### src/rtl/pipe_pkg.sv
// pipe_pkg: shared pipeline-register state encoding and default WB control bit positions
package pipe_pkg;
    typedef enum logic [1:0] {
        EMPTY = 2'd0,
        FULL1 = 2'd1,
        FULL2 = 2'd2
    } state_t;
    localparam int RW     = 0;
    localparam int MTR_LO = 1;
    localparam int MTR_HI = 2;
    localparam int HB     = 3;
endpackage

### src/rtl/wb_stage_skid_reg.sv
// wb_stage_skid_reg: valid/ready pipeline register with one-entry skid buffer, flush and bubble control kill
module wb_stage_skid_reg
    import pipe_pkg::*;
#(
    parameter int CTRL_W = 4,
    parameter int DATA_W = 32,
    parameter int N_DATA = 3,
    parameter int RD_W   = 5,
    parameter logic [CTRL_W-1:0] CTRL_KILL_MASK = 4'b0001
) (
    input  logic                     Clk,
    input  logic                     Reset,
    input  logic                     Flush,
    input  logic                     In_Valid,
    output logic                     In_Ready,
    input  logic [CTRL_W-1:0]        In_Ctrl,
    input  logic [N_DATA*DATA_W-1:0] In_Data,
    input  logic [RD_W-1:0]          In_RegDst,
    output logic                     Out_Valid,
    input  logic                     Out_Ready,
    output logic [CTRL_W-1:0]        Out_Ctrl,
    output logic [N_DATA*DATA_W-1:0] Out_Data,
    output logic [RD_W-1:0]          Out_RegDst,
    output logic [1:0]               Occupancy
);
    localparam int DW = N_DATA * DATA_W;
    localparam int PW = CTRL_W + RD_W + DW;
    state_t state, state_n;
    logic [PW-1:0] m, s, in_p;
    logic accept, pop, load_m, load_s, use_s;
    assign in_p      = {In_Ctrl, In_RegDst, In_Data};
    assign In_Ready  = state != FULL2;
    assign Out_Valid = state != EMPTY;
    assign Occupancy = state;
    assign accept    = In_Valid & In_Ready;
    assign pop       = Out_Valid & Out_Ready;
    // a bubble must never carry live control such as RegWrite
    assign Out_Ctrl   = m[PW-1 -: CTRL_W] & ~(CTRL_KILL_MASK & {CTRL_W{~Out_Valid}});
    assign Out_RegDst = m[DW +: RD_W];
    assign Out_Data   = m[DW-1:0];
    always_comb begin
        state_n = state;
        load_m  = 1'b0;
        load_s  = 1'b0;
        use_s   = 1'b0;
        if (Flush) begin
            state_n = EMPTY;
        end else begin
            case (state)
                EMPTY: begin
                    state_n = accept ? FULL1 : EMPTY;
                    load_m  = accept;
                end
                FULL1: begin
                    state_n = accept ? (pop ? FULL1 : FULL2) : (pop ? EMPTY : FULL1);
                    load_m  = accept & pop;
                    load_s  = accept & ~pop;
                end
                FULL2: begin
                    state_n = pop ? FULL1 : FULL2;
                    load_m  = pop;
                    use_s   = 1'b1;
                end
                default: state_n = EMPTY;
            endcase
        end
    end
    always_ff @(posedge Clk) begin
        if (!Reset) begin
            state <= EMPTY;
            m     <= '0;
            s     <= '0;
        end else begin
            state <= state_n;
            if (load_m) m <= use_s ? s : in_p;
            if (load_s) s <= in_p;
        end
    end
endmodule

### config.mk
export PLATFORM = sky130hd
export DESIGN_NAME = wb_stage_skid_reg
export DESIGN_NICKNAME = d
export VERILOG_FILES = /design/src/rtl/pipe_pkg.sv /design/src/rtl/wb_stage_skid_reg.sv
export SDC_FILE = /design/constraint.sdc
export NUM_CORES = 1
export LEC_CHECK = 0
export CAP_MARGIN = 20
export CORE_UTILIZATION = 40
export CTS_BUF_LIST = sky130_fd_sc_hd__clkbuf_2
export CTS_CLUSTER_SIZE = 25
export DETAILED_ROUTE_END_ITERATION = 8
export PLACE_DENSITY = 0.66
export SLEW_MARGIN = 20
export SYNTH_ARGS = -nofsm -noshare
export SYNTH_HDL_FRONTEND = slang
export SYNTH_SLANG_ARGS = --single-unit
### constraint.sdc
create_clock -name Clk -period 6.2 [get_ports Clk]
set_input_delay 1.86 -clock Clk [delete_from_list [all_inputs] [get_ports Clk]]
set_output_delay 1.86 -clock Clk [all_outputs]
set_load 0.05 [all_outputs]
==> results.toml <==
[run_status]
status = "complete, no violations"

[power]
vdd_ir_drop_max_v = 0.000155
p_per_area_nw_per_um2 = 253
p_leak_nw = 4.66
totalPowerFinal_w = 0.00302

[clock_network]
cts_buffers = 57
clock_sinks = 212
htreeDepth = 2
path_clk_slew_ns = 0.08
cts_root_buffer = "clkbuf_2"
ctsHoldBuffers = 0
cts_setup_buffers = 0
clock_latency_ns = 0.84
clk_path_buf_depth = 3
cts_tree = "yes"
cts_resized = 0

[yosys]
ys_top_cells_by_area = "dfxtp_1 (43%), a211oi_1 (12%), mux2i_1 (11%), buf_4 (8.0%), nand2_1 (8.0%)"
synth.area.mux_share = 0.108
synth_top_cell_area_share = 0.429
yosysUniqueCellTypes = 25
synth_xor_area_frac = 0
yosys_warnings = 0
synth.avg_cell_area_um2 = 9.21
synth_top_family_by_area = "compound AO/OA/AOI/OAI gates"
yosys.area.top_type = "dfxtp_1"
synth_simple_gate_area_frac = 0.0891
synth-adder-area-share = 0.00253
synth_area_um2 = 9900
syn_nets = 1187
netlist_instances = 1075
yosysSeqAreaShare = 0.429
synth_compound_area_frac = 0.240
yosys_register_bits = 212

[die]
start_util = 0.407
die_h_um = 159
die_x_um = 159
pin_count = 219
coreArea_um2 = 24300
die_area_um2 = 25400
rows = 57

[sta]
fin_tns_setup_ns = 0
period_share = 0.746
period_needed_ns = 4.62
finalClockSkew_ns = 0.0550
slew-limit-headroom = 0.316
rsz0062_at_grt = "false"
tightest_slew_ns = 1.03
setup_viol = 0
setup_slack_ns = 1.58
finalHoldViolations = 0
fmax_mhz = 216
slew_viol_final = 0

[critical_path]
path_class = "reg -> out"
cp-end-kind = "output port"
crit_fanout = 23
cp_data_arrival_time_ns = 2.76
cp_slowest_cell = "clkdlybuf4s50_1"
ff2ff_setup_slack_ns = 2.68
startpoint_type = "flip-flop"
cpPeakStageDelay_ns = 0.89
crit_chain = "nand2b_4 -> clkdlybuf4s50_1"
required_ns = 4.34

[global_routing]
grt_pass1_wl_um = 42100
grt_pass1_vias = 7935
grt_use_total = 0.203
overflow = 0
antenna_found_initial = 3
grt_max_degree = 158

[cells_and_area]
final_layout_size_suffix_gt1_frac = 0.132
area_growth_pct = 20.4
fin_cells = 1524
fillers = 2317
fin_nets = 1266

[placement]
dp_hpwl_um = 14500
io_buffers = 218
post-place-ws_ns = 1.49
place.gp.congestion = 0.728
post-place-cells = 1419

[route]
drt-total-wl_um = 26000
first_pass_iters = 4
viasPerCell = 5.21
vias = 7937
drc_errors = 0
wl_per_cell_um = 17.1
ant_nets = 0
drt-initial-drc-count = 373

[flow_run]
maxCapViolations = 0

[hold_path]
min_path_type = "reg -> reg"
[routing by layer]
layer / up-vias / share of wire / global-route usage
li1: 3909 / - / -
met1: 3779 / 0.43 / 0.243
met2: 203 / 0.49 / 0.346
met3: 46 / 0.060 / 0.0568
met4: 0 / 0.022 / 0.0760
met5: - / 0 / 0
[cell families after synthesis]
logic type,after synthesis
compound gates,318
fa+ha+maj,2
buf+inv,214
flops,212
mux,106
simple gates,223
[state kept, by name, summed over array words and instances (netlist names)]
signal	count
m	105
Occupancy	2
s	105
[final timing paths]
kind / cells after the start / from / to
setup reg to reg: 8 / Occupancy[0] / m[42]
hold reg to reg: 2 / s[3] / s[3]
hold / removal: 2 / s[3] / s[3]
setup / recovery: 2 / Occupancy[0] / In_Ready
[cell usage in the layout, fill, tap and decap left out, drive strengths merged]
cell and n:
nor3b 1, clkdlybuf4s50 218, ha 2, buf 13, nor3 2, mux2 1
o21a 1, clkbuf 82, nor4bb 2, clkinv 18, a211oi 210, clkinvlp 1
inv 3, diode 3, a21o 1, nand4bb 1, nor2 1, nand2 210
nand3b 1, mux2i 105, and2 3, nand2b 1, dfxtp 212, a21oi 106
bufinv 1, or2 1
[Yosys cell counts, drive strengths merged]
library cell and count:
ha 2, a211oi 210, a21o 1, nor3 2, dfxtp 212, and2 3, nand2b 1, mux2 1
nand2 210, nand3b 1, a21oi 106, nand4bb 1, inv 2, nor4bb 2, nor3b 1, nor2 1
mux2i 105, buf 150, clkinv 1, o21a 1, clkbuf 61, or2 1
[worst max-delay path: cells and delay by family (launching register included)]
kind          cells  cell delay, ns
buf+inv           1            0.89
flops             1            0.58
simple gates      1            0.51
[final cells by class]
| cell class | count | area, µm² | share of cell area |
|---|---|---|---|
| diodes | 3 | 7.51 | 0.000630 |
| clock buffers | 82 | 410 | 0.0345 |
| clock inverters | 20 | 108 | 0.00903 |
| inverters | 3 | 18.8 | 0.00158 |
| multi-input cells | 649 | 4410 | 0.370 |
| flip-flops and latches | 212 | 4240 | 0.356 |
| well taps | 324 | 405 | 0.0340 |
| repair buffers | 231 | 2300 | 0.194 |
[metrics by stage]
stage,util,hold WS [ns],area [µm²]
floorplan,-,0.436,9900
global placement,0.468,0.440,11400
detailed placement,0.468,0.446,11400
CTS,0.489,0.457,11900
global route,0.490,0.470,11900
finish,0.490,0.456,11900
[power breakdown]
part / internal [W] / switching [W] / total (W)
clock: 0.000397 / 0.000579 / 0.000976
combinational: 0.000227 / 0.000362 / 0.000589
sequential: 0.00142 / 0.0000333 / 0.00145
total: 0.00204 / 0.000974 / 0.00302
No activity file was read; power rests on OpenSTA's default activity.
==> RTL change 1 (config.mk and constraints unchanged) <==
Change the parameter `RD_W` from 5 to 10.
--- a/src/rtl/wb_stage_skid_reg.sv
+++ b/src/rtl/wb_stage_skid_reg.sv
@@ -6,5 +6,5 @@
     parameter int DATA_W = 32,
     parameter int N_DATA = 3,
-    parameter int RD_W   = 5,
+    parameter int RD_W   = 10,
     parameter logic [CTRL_W-1:0] CTRL_KILL_MASK = 4'b0001
 ) (
Ports: changed (resized In_RegDst and Out_RegDst); port bits go from 219 to 229. No check against the original RTL was run, so the function may have changed too.
==> RTL change 1 against the unedited design <==
Wire length up 3.1%. Synthesized cell count up 4.4%. Non-clock buffer count up 14. Combinational power up 2%. Cell count up 3.5%. Power up 2.2%. Count of clock-buffer cells in the layout up 8. Sequential cell count up 10. Area after synthesis up 3.2%. Cell area up 2.5%. Worst setup slack better by 200 ps. Critical endpoint is now Out_Ctrl[0]. Largest power group unchanged.
==> RTL change 1: results (changes against the unedited design) <==
----------------------------------------------------
[Placement]
  DPL Wire Length ... 15700 um (was 14500 um)
  Worst slack, placed ... 1610 ps (was 1490 ps)
  Total of buffers placed on input and output ports ... 228 (was 218)
  Total cell area at the placement stage ... 11700 um^2 (was 11400 um^2)
  Final GP Congestion ... 0.741 (was 0.728)

[Clock tree]
  Clk Latency, worst-skew pair ... 820 ps (was 840 ps)
  Total clock buffers created by CTS ... 58 (was 57)
  Clock-pin slew on the worst setup and hold paths ... 100 ps (was 80 ps)

[Yosys]
  Fraction of the mapped netlist area in compound gates ... 0.226 (was 0.240)
  Cell variety after synth ... 27 (was 25)
  Post-Synthesis Mean Instance Area ... 9.10 um^2 (was 9.21 um^2)
  Adder-cell share of the synthesized area ... 0.00245 (was 0.00253)
  Number of storage elements in the synthesis netlist ... 222 (was 212)
  Multiplexer fraction of the synthesized cell area ... 0.109 (was 0.108)

[Power and ir drop]
  Share of total power in the clock network ... 0.312 (was 0.323)
  Total power ... 3080 uW (was 3020 uW)
  Internal portion of total power ... 2090 uW (was 2040 uW)
  Highest ir drop seen on vdd ... 127 uV (was 155 uV)

[Finish]
  Total of clock buffers placed in the layout ... 90 (was 82)
  NonClk Buf Share ... 0.199 (was 0.194)
  Fraction of layout cells with a size suffix above 1 ... 0.108 (was 0.132)
  Fraction of area in registers ... 0.364 (was 0.356)
  N_diodes ... 1 (was 3)
  Number of multi-input combinational cells ... 679 (was 649)
  Number of inserted filler cells in the final layout ... 2465 (was 2317)
  Count of plain and timing-repair buffers ... 245 (was 231)
  Portion of the layout cell area used by clock cells ... 0.0397 (was 0.0435)
  Final net count ... 1326 (was 1266)

[Outcome]
  Result of the run ... finished, final reports clean (unchanged)

[Worst setup path]
  Critical Path Max Stage Delay ... 790 ps (was 890 ps)
  Critical path peak fanout ... 9 (was 23)
  Data arrival, critical path ... 2570 ps (was 2760 ps)
  Register-to-Register Setup Slack ... 3110 ps (was 2680 ps)

[GRT]
  Number of antenna violations at the first check in global routing ... 1 (was 3)
  Global Route Usage Sum ... 0.200 (was 0.203)
  Wire length of the first global-routing pass ... 42800 um (was 42100 um)

[Drt]
  Met3 routed WL ... 1510 um (was 1560 um)
  Number of DRC markers after the initial detailed-route iteration ... 630 (was 373)
  Metal2 WL ... 12800 um (about the same)
  Drt pass-1 iters ... 5 (was 4)

[Timing]
  Normalized max-slew margin ... 0.290 (was 0.316)
  Worst hold margin ... 456 ps (about the same)

[Min path]
  Startpoint of the worst hold path ... s[34] (was s[3])
  Hold-critical path endpoint ... s[34] (was s[3])

----------------------------------------------------
RTL change 1: cell types whose count changed after synthesis, sizes merged:
cell	before	now
mux2i	105	110
buf	150	169
a21oi	106	111
a211oi	210	220
nor4bb	2	1
dfxtp	212	222
and4bb	0	1
clkbuf	61	49
nand2	210	220
RTL change 1: how the worst max path moves through the flow:
stage	start	slack (ps)	cells past startpoint	endpoint
2_1_floorplan	Occupancy[0]	2760	2	Out_Ctrl[0]
4_1_cts	Occupancy[1]	1690	3	Out_Ctrl[0]
6_report	Occupancy[1]	1770	3	Out_Ctrl[0]
3_3_place_gp	Out_Ready	1650	8	m[62]
3_5_place_dp	Out_Ready	1610	8	m[107]
5_1_grt	Occupancy[1]	1590	3	Out_Ctrl[0]
RTL change 1: per-layer routing:
| metal | vias up | GRT usage |
|---|---|---|
| met5 | - | 0 |
| met4 | 0 | 0.0750 |
| met3 | 41 | 0.0457 |
| met2 | 220 | 0.327 |
| li1 | 4082 | - |
| met1 | 3889 | 0.256 |
==> RTL change 2 (config.mk and constraints unchanged) <==
Without the edit above. Reset style: asynchronous (`Reset`), changed in one clocked block.
--- a/src/rtl/wb_stage_skid_reg.sv
+++ b/src/rtl/wb_stage_skid_reg.sv
@@ -66,5 +66,5 @@
         end
     end
-    always_ff @(posedge Clk) begin
+    always_ff @(posedge Clk or negedge Reset) begin
         if (!Reset) begin
             state <= EMPTY;
Formal check against the unedited RTL: differs if Reset is asserted again (counterexample within 4 cycles, from zero or initial values and one cycle with Reset low); with Reset held inactive, the same outputs for 4 cycles.
==> RTL change 2 against the unedited design <==
Sequential cell count unchanged. Area after synthesis up 1.6%. Worst setup slack better by 290 ps. Wire length down 23%. Critical path depth up 1. Critical path type unchanged. Die area up 1.6%. Cell count down 22%. Worst hold slack better by 31 ps. Global-route usage down 4.2 points. Cell area up 2.2%. Non-clock buffer count down 7.
Power is not compared: it rests on default switching activity, and its combinational part moved more than twofold at a synthesized area within 25%.
==> RTL change 2: results (changes against the unedited design) <==
----------------------------------------------------
[Drt]
  Post-DR wirelength/cell ... 16.9 um (was 17.1 um)
  Met3 routed WL ... 1710 um (was 1560 um)
  Metal2 WL ... 9310 um (was 12800 um)
  Post-Route M1 WL ... 8710 um (was 11100 um)
  Number of DRC markers after the initial detailed-route iteration ... 171 (was 373)
  Total via count after detailed routing ... 5746 (was 7937)
  Max Used Layer ... met5 (was met4)

[Clock tree]
  CTS Root Cell ... clkbuf_2 (unchanged)
  Total clock buffers created by CTS ... 55 (was 57)
  Clk Latency, worst-skew pair ... 740 ps (was 840 ps)
  Number of cells upsized or downsized after cts ... 0 (unchanged)
  Setup Buffers After CTS ... 0 (unchanged)
  Clock-pin slew on the worst setup and hold paths ... 100 ps (was 80 ps)

[Yosys]
  Net Count, Synth ... 795 (was 1187)
  Portion of the post-synthesis area used by sequential elements ... 0.528 (was 0.429)
  Largest cells by area after synthesis ... dfrtp_1 (53%), mux2_2 (30%), buf_4 (7.8%) (was dfxtp_1 (43%), a211oi_1 (12%), mux2i_1 (11%))
  Cell variety after synth ... 21 (was 25)
  Leading cell types by count after synthesis ... mux2_2 (270), dfrtp_1 (212), buf_4 (105) (was dfxtp_1 (212), nand2_1 (210), a211oi_1 (160))
  Count of yosys warnings during synthesis ... 0 (unchanged)
  Async set-or-reset flop fraction in the synthesized netlist ... 1.00 (was 0)
  Top FF cell, synth ... dfrtp_1 (was dfxtp_1)

[Placement]
  Final GP Congestion ... 0.760 (was 0.728)
  DPL Wire Length ... 12600 um (was 14500 um)

[Finish]
  Number of inserted filler cells in the final layout ... 2121 (was 2317)
  N_diodes ... 0 (was 3)
  Fraction of layout cells with a size suffix above 1 ... 0.430 (was 0.132)
  Final net count ... 938 (was 1266)

[GRT]
  Via count of the first global-routing pass ... 6562 (was 7935)
  Global Route Usage Sum ... 0.161 (was 0.203)
  Number of antenna violations at the first check in global routing ... 1 (was 3)
  Wire length of the first global-routing pass ... 33600 um (was 42100 um)
  Maximum number of pins on one net before global-route repair ... 138 (was 158)

[Power and ir drop]
  Lkg Pwr ... a little over 0.005 uW
  Highest ir drop seen on vdd ... 170 uV

[Min path]
  Worst min-delay path class ... flop to flop (unchanged)

[Timing]
  Normalized max-slew margin ... 0.314 (was 0.316)
  Worst clock skew ... 16.8 ps (was 55.0 ps)

[Outcome]
  Result of the run ... finished, final reports clean (unchanged)

[Worst setup path]
  Data arrival, critical path ... 2470 ps (was 2760 ps)
  Critical path peak fanout ... 8 (was 23)

----------------------------------------------------
[RTL change 2: cell count changes after synthesis, moves of 2 or more]
cell | unedited run | this run
nor3_1 | 2 | 0
buf_2 | 36 | 18
mux2i_1 | 105 | 1
mux2_1 | 0 | 45
dfrtp_1 | 0 | 212
nor4bb_1 | 2 | 0
mux2_2 | 0 | 270
a21oi_1 | 106 | 0
dfxtp_1 | 212 | 0
nand2_1 | 210 | 1
buf_6 | 8 | 15
clkbuf_1 | 61 | 0
a211oi_1 | 160 | 0
a211oi_2 | 50 | 0
[RTL change 2: cells by family (layout without fill, tap and decap cells)]
kind of cell	count (synthesis)	in the layout	share of synthesized area
muxes	316	316	0.354
AOI/OAI and AO/OA	3	3	0.00373
and+or+nand+nor	10	10	0.00710
DFF	212	212	0.528
buffers and inverters	140	318	0.105
adders and majority gates	2	2	0.00249
[RTL change 2: worst max-delay path, cell delays in order (launching register included)]
cell and delay, ps:
dfrtp_1 510, or2_2 370, and2_1 160, clkdlybuf4s50_1 690
[RTL change 2: per-layer routing]
layer  vias up  track usage
met5         -            0
met4         2       0.0476
met3        34       0.0615
met2       189        0.260
met1      2907        0.200
li1       2614            -
[RTL change 2: report_power, final]
group / total [uW] / internal [uW] / switching (uW) / leakage [uW]
clock network: 899 / 366 / 532 / 0.000374
registers: 2020 / 1800 / 216 / 0.00253
logic: 1580 / 689 / 896 / 0.00218
total: 4500 / 2850 / 1640 / 0.00509
[RTL change 2: area by class of cell]
cell class	count	area, um^2	area share
Sequential cell	212	5310	0.436
Multi-Input combinational cell	331	3700	0.304
Timing Repair Buffer	224	2300	0.189
Clock buffer	89	445	0.0366
Tap cell	324	405	0.0333
Clock inverter	3	11.3	0.000925
Inverter	2	7.51	0.000616
[RTL change 2: path summary, 6_finish.rpt]
path | from | end | slack, ps | depth (start not counted)
max | Occupancy[0] | Out_Ctrl[0] | 1870 | 3
min | s[95] | s[95] | 490 | 1
max reg2reg | Occupancy[0] | s[74] | 3490 | 6
min reg2reg | s[95] | s[95] | 490 | 1
max in group asynchronous | Reset | m[8] | 4330 | 2
min in group asynchronous | Reset | s[69] | 1050 | 1
[RTL change 2: through the flow]
| step | setup WS [ps] | power, uW | cells | utilization | area [um^2] |
|---|---|---|---|---|---|
| finish | 1870 | 4500 | 1185 | 0.498 | 12200 |
| global route | 1680 | 4770 | 1185 | 0.498 | 12200 |
| CTS | 1740 | 4570 | 1184 | 0.497 | 12100 |
| detailed placement | 1700 | 3640 | 1092 | 0.478 | 11700 |
| global placement | 1780 | 3570 | 1092 | 0.478 | 11700 |
| floorplan | 2730 | 3290 | 683 | - | 10100 |
